**src/rtl/serial_subtractor_ctrl.sv**
```systemverilog
// ---------------------------------------------------------------------------
// serial_subtractor_ctrl
//
// Computes d = a - b on WIDTH-bit unsigned operands with a single 1-bit
// subtractor cell. The cell is stepped LSB-first over WIDTH cycles while the
// borrow ripples through one flop. It is the cheap alternative to a full
// parallel subtractor chain.
//
// Flow: IDLE --start--> RUN (WIDTH cycles) --> DONE (1 cycle) --> IDLE
//
// Ports
//   clk    : system clock, rising edge
//   rst    : asynchronous, active-high reset
//   start  : request, only looked at in IDLE
//   a, b   : minuend / subtrahend, captured together with start
//   busy   : high in RUN and DONE
//   done   : one-cycle pulse; d/bor/zero are valid from this cycle on
//   d      : a - b modulo 2^WIDTH
//   bor    : final borrow, 1 iff a < b
//   zero   : 1 iff d == 0
// ---------------------------------------------------------------------------
module serial_subtractor_ctrl #(
    parameter int WIDTH = 8
) (
    input  logic             clk,
    input  logic             rst,
    input  logic             start,
    input  logic [WIDTH-1:0] a,
    input  logic [WIDTH-1:0] b,
    output logic             busy,
    output logic             done,
    output logic [WIDTH-1:0] d,
    output logic             bor,
    output logic             zero
);

    localparam int CNT_W = (WIDTH > 1) ? $clog2(WIDTH) : 1;

    localparam logic [1:0] S_IDLE = 2'd0;
    localparam logic [1:0] S_RUN  = 2'd1;
    localparam logic [1:0] S_DONE = 2'd2;

    logic [1:0]       r_state;
    logic [WIDTH-1:0] r_opA;
    logic [WIDTH-1:0] r_opB;
    logic [WIDTH-1:0] r_res;
    logic             r_borrow;
    logic [CNT_W-1:0] r_cnt;
    logic [WIDTH-1:0] r_d;
    logic             r_bor;
    logic             r_zero;

    logic             w_ai;
    logic             w_bi;
    logic             w_diff;
    logic             w_borNext;
    logic             w_last;
    logic [WIDTH-1:0] w_resNext;

    // One full-subtractor cell working on the current LSBs of the operands.
    assign w_ai      = r_opA[0];
    assign w_bi      = r_opB[0];
    assign w_diff    = w_ai ^ w_bi ^ r_borrow;
    assign w_borNext = (~w_ai & w_bi) | (~(w_ai ^ w_bi) & r_borrow);

    // The difference bit enters at the MSB so that after WIDTH shifts the
    // first (LSB) result bit has arrived at position 0. Written as shift/or
    // so it stays legal for WIDTH == 1.
    assign w_resNext = (r_res >> 1) | (WIDTH'(w_diff) << (WIDTH - 1));

    assign w_last = (r_cnt == CNT_W'(WIDTH - 1));

    // Sequencer: capture operands, step the cell WIDTH times, then publish
    // the result from the value being completed on the final edge so no
    // extra cycle is spent copying it out.
    always_ff @(posedge clk or posedge rst) begin
        if (rst) begin
            r_state  <= S_IDLE;
            r_opA    <= '0;
            r_opB    <= '0;
            r_res    <= '0;
            r_borrow <= 1'b0;
            r_cnt    <= '0;
            r_d      <= '0;
            r_bor    <= 1'b0;
            r_zero   <= 1'b0;
        end else begin
            case (r_state)
                S_IDLE: begin
                    if (start) begin
                        r_opA    <= a;
                        r_opB    <= b;
                        r_res    <= '0;
                        r_borrow <= 1'b0;
                        r_cnt    <= '0;
                        r_state  <= S_RUN;
                    end
                end
                S_RUN: begin
                    r_opA    <= r_opA >> 1;
                    r_opB    <= r_opB >> 1;
                    r_res    <= w_resNext;
                    r_borrow <= w_borNext;
                    r_cnt    <= r_cnt + CNT_W'(1);
                    if (w_last) begin
                        r_state <= S_DONE;
                        r_d     <= w_resNext;
                        r_bor   <= w_borNext;
                        r_zero  <= (w_resNext == '0);
                    end
                end
                S_DONE: begin
                    r_state <= S_IDLE;
                end
                default: begin
                    r_state <= S_IDLE;
                end
            endcase
        end
    end

    // Status decodes straight from the state register so they are glitch-free
    // and line up exactly with the RUN/DONE cycles.
    assign busy = (r_state == S_RUN) || (r_state == S_DONE);
    assign done = (r_state == S_DONE);
    assign d    = r_d;
    assign bor  = r_bor;
    assign zero = r_zero;

endmodule

```
**config.mk**
```make
export PLATFORM = sky130hd
export DESIGN_NAME = serial_subtractor_ctrl
export DESIGN_NICKNAME = d
export VERILOG_FILES = /design/src/rtl/serial_subtractor_ctrl.sv
export SDC_FILE = /design/constraint.sdc
export NUM_CORES = 1
export LEC_CHECK = 0
export CAP_MARGIN = 20
export CORE_ASPECT_RATIO = 1.2
export CORE_UTILIZATION = 35
export DETAILED_ROUTE_END_ITERATION = 12
export DONT_BUFFER_PORTS = 1
export MAX_ROUTING_LAYER = met4
export PLACE_DENSITY_LB_ADDON = 0.12
export SYNTH_ARGS = -nofsm -noshare
export SYNTH_HDL_FRONTEND = slang
export SYNTH_SLANG_ARGS = --single-unit
```
**constraint.sdc**
```tcl
create_clock -name clk -period 3 [get_ports clk]
set_input_delay 0.9 -clock clk [delete_from_list [all_inputs] [get_ports clk]]
set_output_delay 0.9 -clock clk [all_outputs]
set_load 0.05 [all_outputs]
```
==> results of run 1 <==
==> final cells by class <==
cell class	count	share of cell area [%]
Clock buffer	5	3.44
Clock inverter	3	1.00
Inverter	7	1.31
Multi-Input combinational cell	89	39.6
Sequential cell	39	48.8
Tap cell	60	3.75
Timing Repair Buffer	4	2.13
==> synthesized netlist by cell type, types with 2 or more instances <==
library cell	number
a22o_1	10
mux2_2	2
mux2_4	6
mux2i_1	14
nand2_2	17
buf_6	7
o21ai_0	2
nand2_1	4
a21oi_1	4
nor4_1	2
o21ai_2	16
inv_1	7
ha_1	5
dfrtp_1	39
nand2b_1	2
==> stage by stage <==
stage | hold WS, ps | area (um^2) | utilization (%) | instances | total power, mW
global placement | 465 | 1910 | 37.9 | 199 | 1.86
global route | 507 | 2000 | 39.7 | 207 | 2.39
detailed placement | 473 | 1910 | 37.9 | 199 | 1.90
floorplan | 456 | 1870 | - | 143 | 1.79
finish | 486 | 2000 | 39.7 | 207 | 2.21
CTS | 491 | 2000 | 39.7 | 207 | 2.26
==> cell usage in the layout (no fill, tap or decap) <==
cell and instances:
nand2b_1 2, nand2_1 4, a22o_1 10, and3_2 1, clkinv_2 1, nand2_2 17, a21oi_1 4, o21ai_2 16
buf_4 3, clkbuf_8 5, buf_12 1, dfrtp_1 39, clkinvlp_4 2, inv_1 7, mux2i_4 1, nor4_1 2
fa_1 1, mux2_2 2, o21ai_0 2, a22o_4 1, mux2i_1 14, mux2_4 6, and2_1 1, ha_1 5
==> per-layer routing <==
| metal | vias to the layer above | share of wire [%] | wire, um | GRT usage, % |
|---|---|---|---|---|
| met5 | - | 0 | 0 | - |
| met4 | 0 | 1.6 | 48 | 4.90 |
| met3 | 6 | 5.2 | 160 | 4.95 |
| met2 | 25 | 47 | 1440 | 19.2 |
| met1 | 526 | 46 | 1430 | 16.1 |
| li1 | 510 | - | - | - |
==> power breakdown <==
group          switching (mW)  leakage (nW)  internal (mW)  total, mW
registers               0.249         0.512          0.722      0.971
clock network           0.190        0.0402          0.162      0.352
logic                   0.492         0.405          0.400      0.892
total                   0.930         0.957           1.28       2.21
==> sequential cells by signal (all words and copies together), names as in the netlist <==
signal	flops
r_opA	8
r_cnt	3
d	8
r_res	7
r_opB	8
zero	1
bor	1
r_state	2
r_borrow	1
==> cells by family after synthesis <==
| kind of cell | count (synthesis) |
|---|---|
| adders and majority gates | 6 |
| AOI/OAI and AO/OA | 33 |
| muxes | 23 |
| and+or+nand+nor | 27 |
| buffers and inverters | 15 |
| DFF | 39 |
==> path summary, 6_finish.rpt <==
kind	startpoint	to	slack [ps]
max	r_state[1]	busy	800
min	r_opA[2]	r_opA[2]	490
max reg2reg	r_state[1]	r_opB[7]	1200
min reg2reg	r_opA[2]	r_opA[2]	490
max in group asynchronous	rst	r_opA[7]	1840
min in group asynchronous	rst	d[7]	590
==> worst max-delay path: cells and delay by family (launching register included) <==
family / cells / cell delay [ps]
buf+inv: 1 / 70
flops: 1 / 380
fa+ha+maj: 1 / 560
==> flow_summary.ini, run 1 <==
[outcome]
status = finished clean

[sta]
hold_violations = 0
setup_slack_ps = 800
fmax_mhz = 454
tightestPinTransition_ps = 679
finClkSkew_ps = 6.61
tns_ps = 0
setup_viol = 0
report.final.slew_viol_count = 0
period_minus_slack_ps = 2200
maxSlewHeadroom_pct = 54.7
finalCritPeriodShare_pct = 73.3
rsz0062_at_grt = false

[yosys]
synth_top_family_by_area = compound AO/OA/AOI/OAI gates
synthesis.area_mm2 = 0.00187
ys_seq_elements = 39
synth.yosys.seq_area_share_pct = 52.1
ys_top_cells_by_area = dfrtp_1, mux2i_1, o21ai_2, nand2_2, mux2_4
synth_top_area_share_pct = 52.1
synth_edf_count = 0
yosys.area.top_type = dfrtp_1
synthFlopType = dfrtp_1
synthAdderAreaFrac_pct = 4.41
synthMuxAreaShare_pct = 14.2
synth-async-reset-ratio_pct = 100
synth_cell_type_count = 21
yosys.area_share.simple_pct = 8.55
synth_compound_area_share_pct = 14.7
ys_warn_count = 0
synthXorXnorAreaFrac_pct = 0
syn_inst = 143
syn_nets = 168
avgSynthCellArea_um2 = 13.1

[placed_design]
dp_hpwl_mm = 2.09
pre_cts_slack_ps = 1120
numPortBuffers = 0
place.gp.congestion = 0.684

[power]
p_leak_nw = 0.957
max-vdd-ir-drop_v = 0.000588
pwr_density_cell_mw_per_mm2 = 1110

[clock_tree]
post_cts_buffers = 0
htreeDepth = 2
root_buffer = clkbuf_8
clk_pin_slew_ps = 80
post_cts_resized = 0
ctsHoldBuffers = 0
clock-sinks = 39
clock_latency_ps = 290
clockBufferDepth = 2
cts-buffers-inserted = 5
cts_tree = done

[critical_path]
cp-end-kind = output pin
cp-start-kind = register
worst_ep_arrival_time_ps = 1300
worst-path-max-fanout = 3
cp_slowest_stage_delay_ps = 560
critPathRequiredTime_ps = 2100
crit_chain = inv_1 > ha_1
reg2reg_depth = 6
slowest_stage = ha_1
crit_type = register to output pin

[worst_hold_path]
worstHoldPathType = register to register
whs_path_depth = 2

[floorplan]
rows = 28
floorplan.initialDensity_pct = 37.1
io_pins = 31
die_height_um = 82.1
die-area_mm2 = 0.00565
fp.dieW_um = 68.8
core_area_mm2 = 0.00504

[drt]
drt_iter0_drc = 59
wl_mm = 3.08
ant_nets = 0
wl_per_cell_um = 14.9
dr_total_vias = 1067
firstDrtPassIters = 4
drc = 0
avgViaCountPerCell = 5.15

[layout]
multi_input_area_um2 = 793
diodes = 0
drive_above_1_share_pct = 38.1
area_delta_synth_final_pct = 6.88
fill_cells = 506
fin_nets = 171
seqCellArea_um2 = 976

[global_route]
grt_pass1_wl_mm = 5.16
antenna_found_initial = 0
grt_use_total_pct = 13.0
grt_max_degree = 24
overflow = 0
grt_pass1_vias = 1087

[flow_run]
cap_violations = 0
No activity file was read; power rests on OpenSTA's default activity.
==> inputs of run 2 (changes only) <==
==> constraint.sdc (replaced) <==
create_clock -name clk -period 1.83 [get_ports clk]
set_input_delay 0.549 -clock clk [delete_from_list [all_inputs] [get_ports clk]]
set_output_delay 0.549 -clock clk [all_outputs]
set_load 0.05 [all_outputs]
==> run 2 against run 1 <==
Compared with the run above:
- die area stayed put
- cell area is 4.1% higher
- via count is 2.2% lower
- global-route usage hardly changed
- utilization is 1.6 points higher
- setup slack worse by 700 ps
- hold slack worse by 240 ps
- highest routed layer unchanged
==> flow_summary.ini, run 2 (same netlist as run 1, synthesis figures left out) <==
[power]
pwr_density_cell_mw_per_mm2 = 1930
p_leak_nw = 0.998
max-vdd-ir-drop_v = 0.000800
power_mw = 4.02

[global_route]
antenna_found_initial = 0
grt_max_degree = 40
grt_pass1_wl_mm = 5.13
overflow = 0
grt_pass1_vias = 1078
grt_use_total_pct = 13.0

[critical_path]
ff2ff_setup_slack_ps = 190
worst_ep_arrival_time_ps = 1180
critPathRequiredTime_ps = 1280
cp-end-kind = output pin
startpoint = r_state[0]
crit_type = register to output pin
cp-start-kind = register
r2r-start = r_cnt[0]
worst-path-max-fanout = 3

[drt]
dr_total_vias = 1044
ant_nets = 0
wl_mm = 3.07
avgViaCountPerCell = 4.97
wl_per_cell_um = 14.6
drc = 0
firstDrtPassIters = 4
drt_iter0_drc = 44

[sta]
finalCritPeriodShare_pct = 94.6
fmax_mhz = 578
setup_viol = 0
finClkSkew_ps = 10.2
tightestPinTransition_ps = 490
tns_ps = 0
hold_violations = 0
report.final.slew_viol_count = 0
rsz0062_at_grt = false
maxSlewHeadroom_pct = 67.3
setup_slack_ps = 99.5
hold_slack_ps = 244
period_minus_slack_ps = 1730

[placed_design]
dp.cells = 202
numPortBuffers = 0
place.gp.congestion = 0.794
dpl-instance-area_mm2 = 0.00194
dp_hpwl_mm = 2.15
pre_cts_slack_ps = 195

[floorplan]
fp.dieW_um = 68.8
rows = 28
die_height_um = 82.1
core_area_mm2 = 0.00504
die-area_mm2 = 0.00565
floorplan.initialDensity_pct = 37.1
io_pins = 31

[layout]
diodes = 0
final_cell_mix = dfrtp_1, nand2_2, o21ai_2, mux2i_1, a22o_1
final_cell_area_mm2 = 0.00208
drive_above_1_share_pct = 40.0
fill_cells = 487
instances_no_fill = 210
layout.core_utilization_pct = 41.3
area_delta_synth_final_pct = 11.3
final_common_cell = dfrtp_1
fin_nets = 174

[clock_tree]
root_buffer = clkbuf_8
cts_tree = done
clock-sinks = 39
htreeDepth = 2
clockBufferDepth = 2
cts-buffers-inserted = 5
post_cts_buffers = 0
clock_latency_ps = 290
clk_pin_slew_ps = 80

[worst_hold_path]
worstHoldPathType = input pin to asynchronous set/reset pin

[outcome]
status = finished clean

[flow_run]
cap_violations = 0
run 2: worst paths after layout:
path / to / cells past startpoint
max: done / 3
min: d[7] / 2
max reg2reg: d[5] / 4
min reg2reg: r_opA[3] / 2
max in group asynchronous: r_opA[5] / 2
min in group clk: r_opB[7] / 1
run 2: layout make-up:
| type | count | area (um^2) | share of cell area [%] |
|---|---|---|---|
| clock buffers | 5 | 68.8 | 3.30 |
| repair buffers | 7 | 65.1 | 3.12 |
| well taps | 60 | 75.1 | 3.60 |
| clock inverters | 3 | 67.6 | 3.24 |
| inverters | 7 | 26.3 | 1.26 |
| flip-flops and latches | 39 | 976 | 46.8 |
| multi-input cells | 89 | 806 | 38.7 |
run 2: critical path, cell delays in order, from the launching register on:
cell	delay [ps]
dfrtp_1	400
inv_1	130
ha_1	170
buf_4	190
run 2: metal layers:
metal,track usage [%],part of all wire [%],vias to the layer above
li1,-,-,513
met1,16.5,48,500
met2,18.4,45,24
met3,4.26,4.8,7
met4,6.73,2.1,0
met5,-,0,-
run 2: timing repair:
action                                 4_1_cts  5_1_grt
setup endpoints to repair                    1        1
gates resized for setup                      1        1
hold buffers                                 0        0
gates cloned                                 0        0
endpoints found under the hold margin        0        0
run 2: report_power, final:
part,leakage [nW],internal (mW),switching [mW]
Clock,0.0644,0.544,0.312
Sequential,0.512,1.18,0.410
Combinational,0.421,0.751,0.824
Total,0.998,2.48,1.55
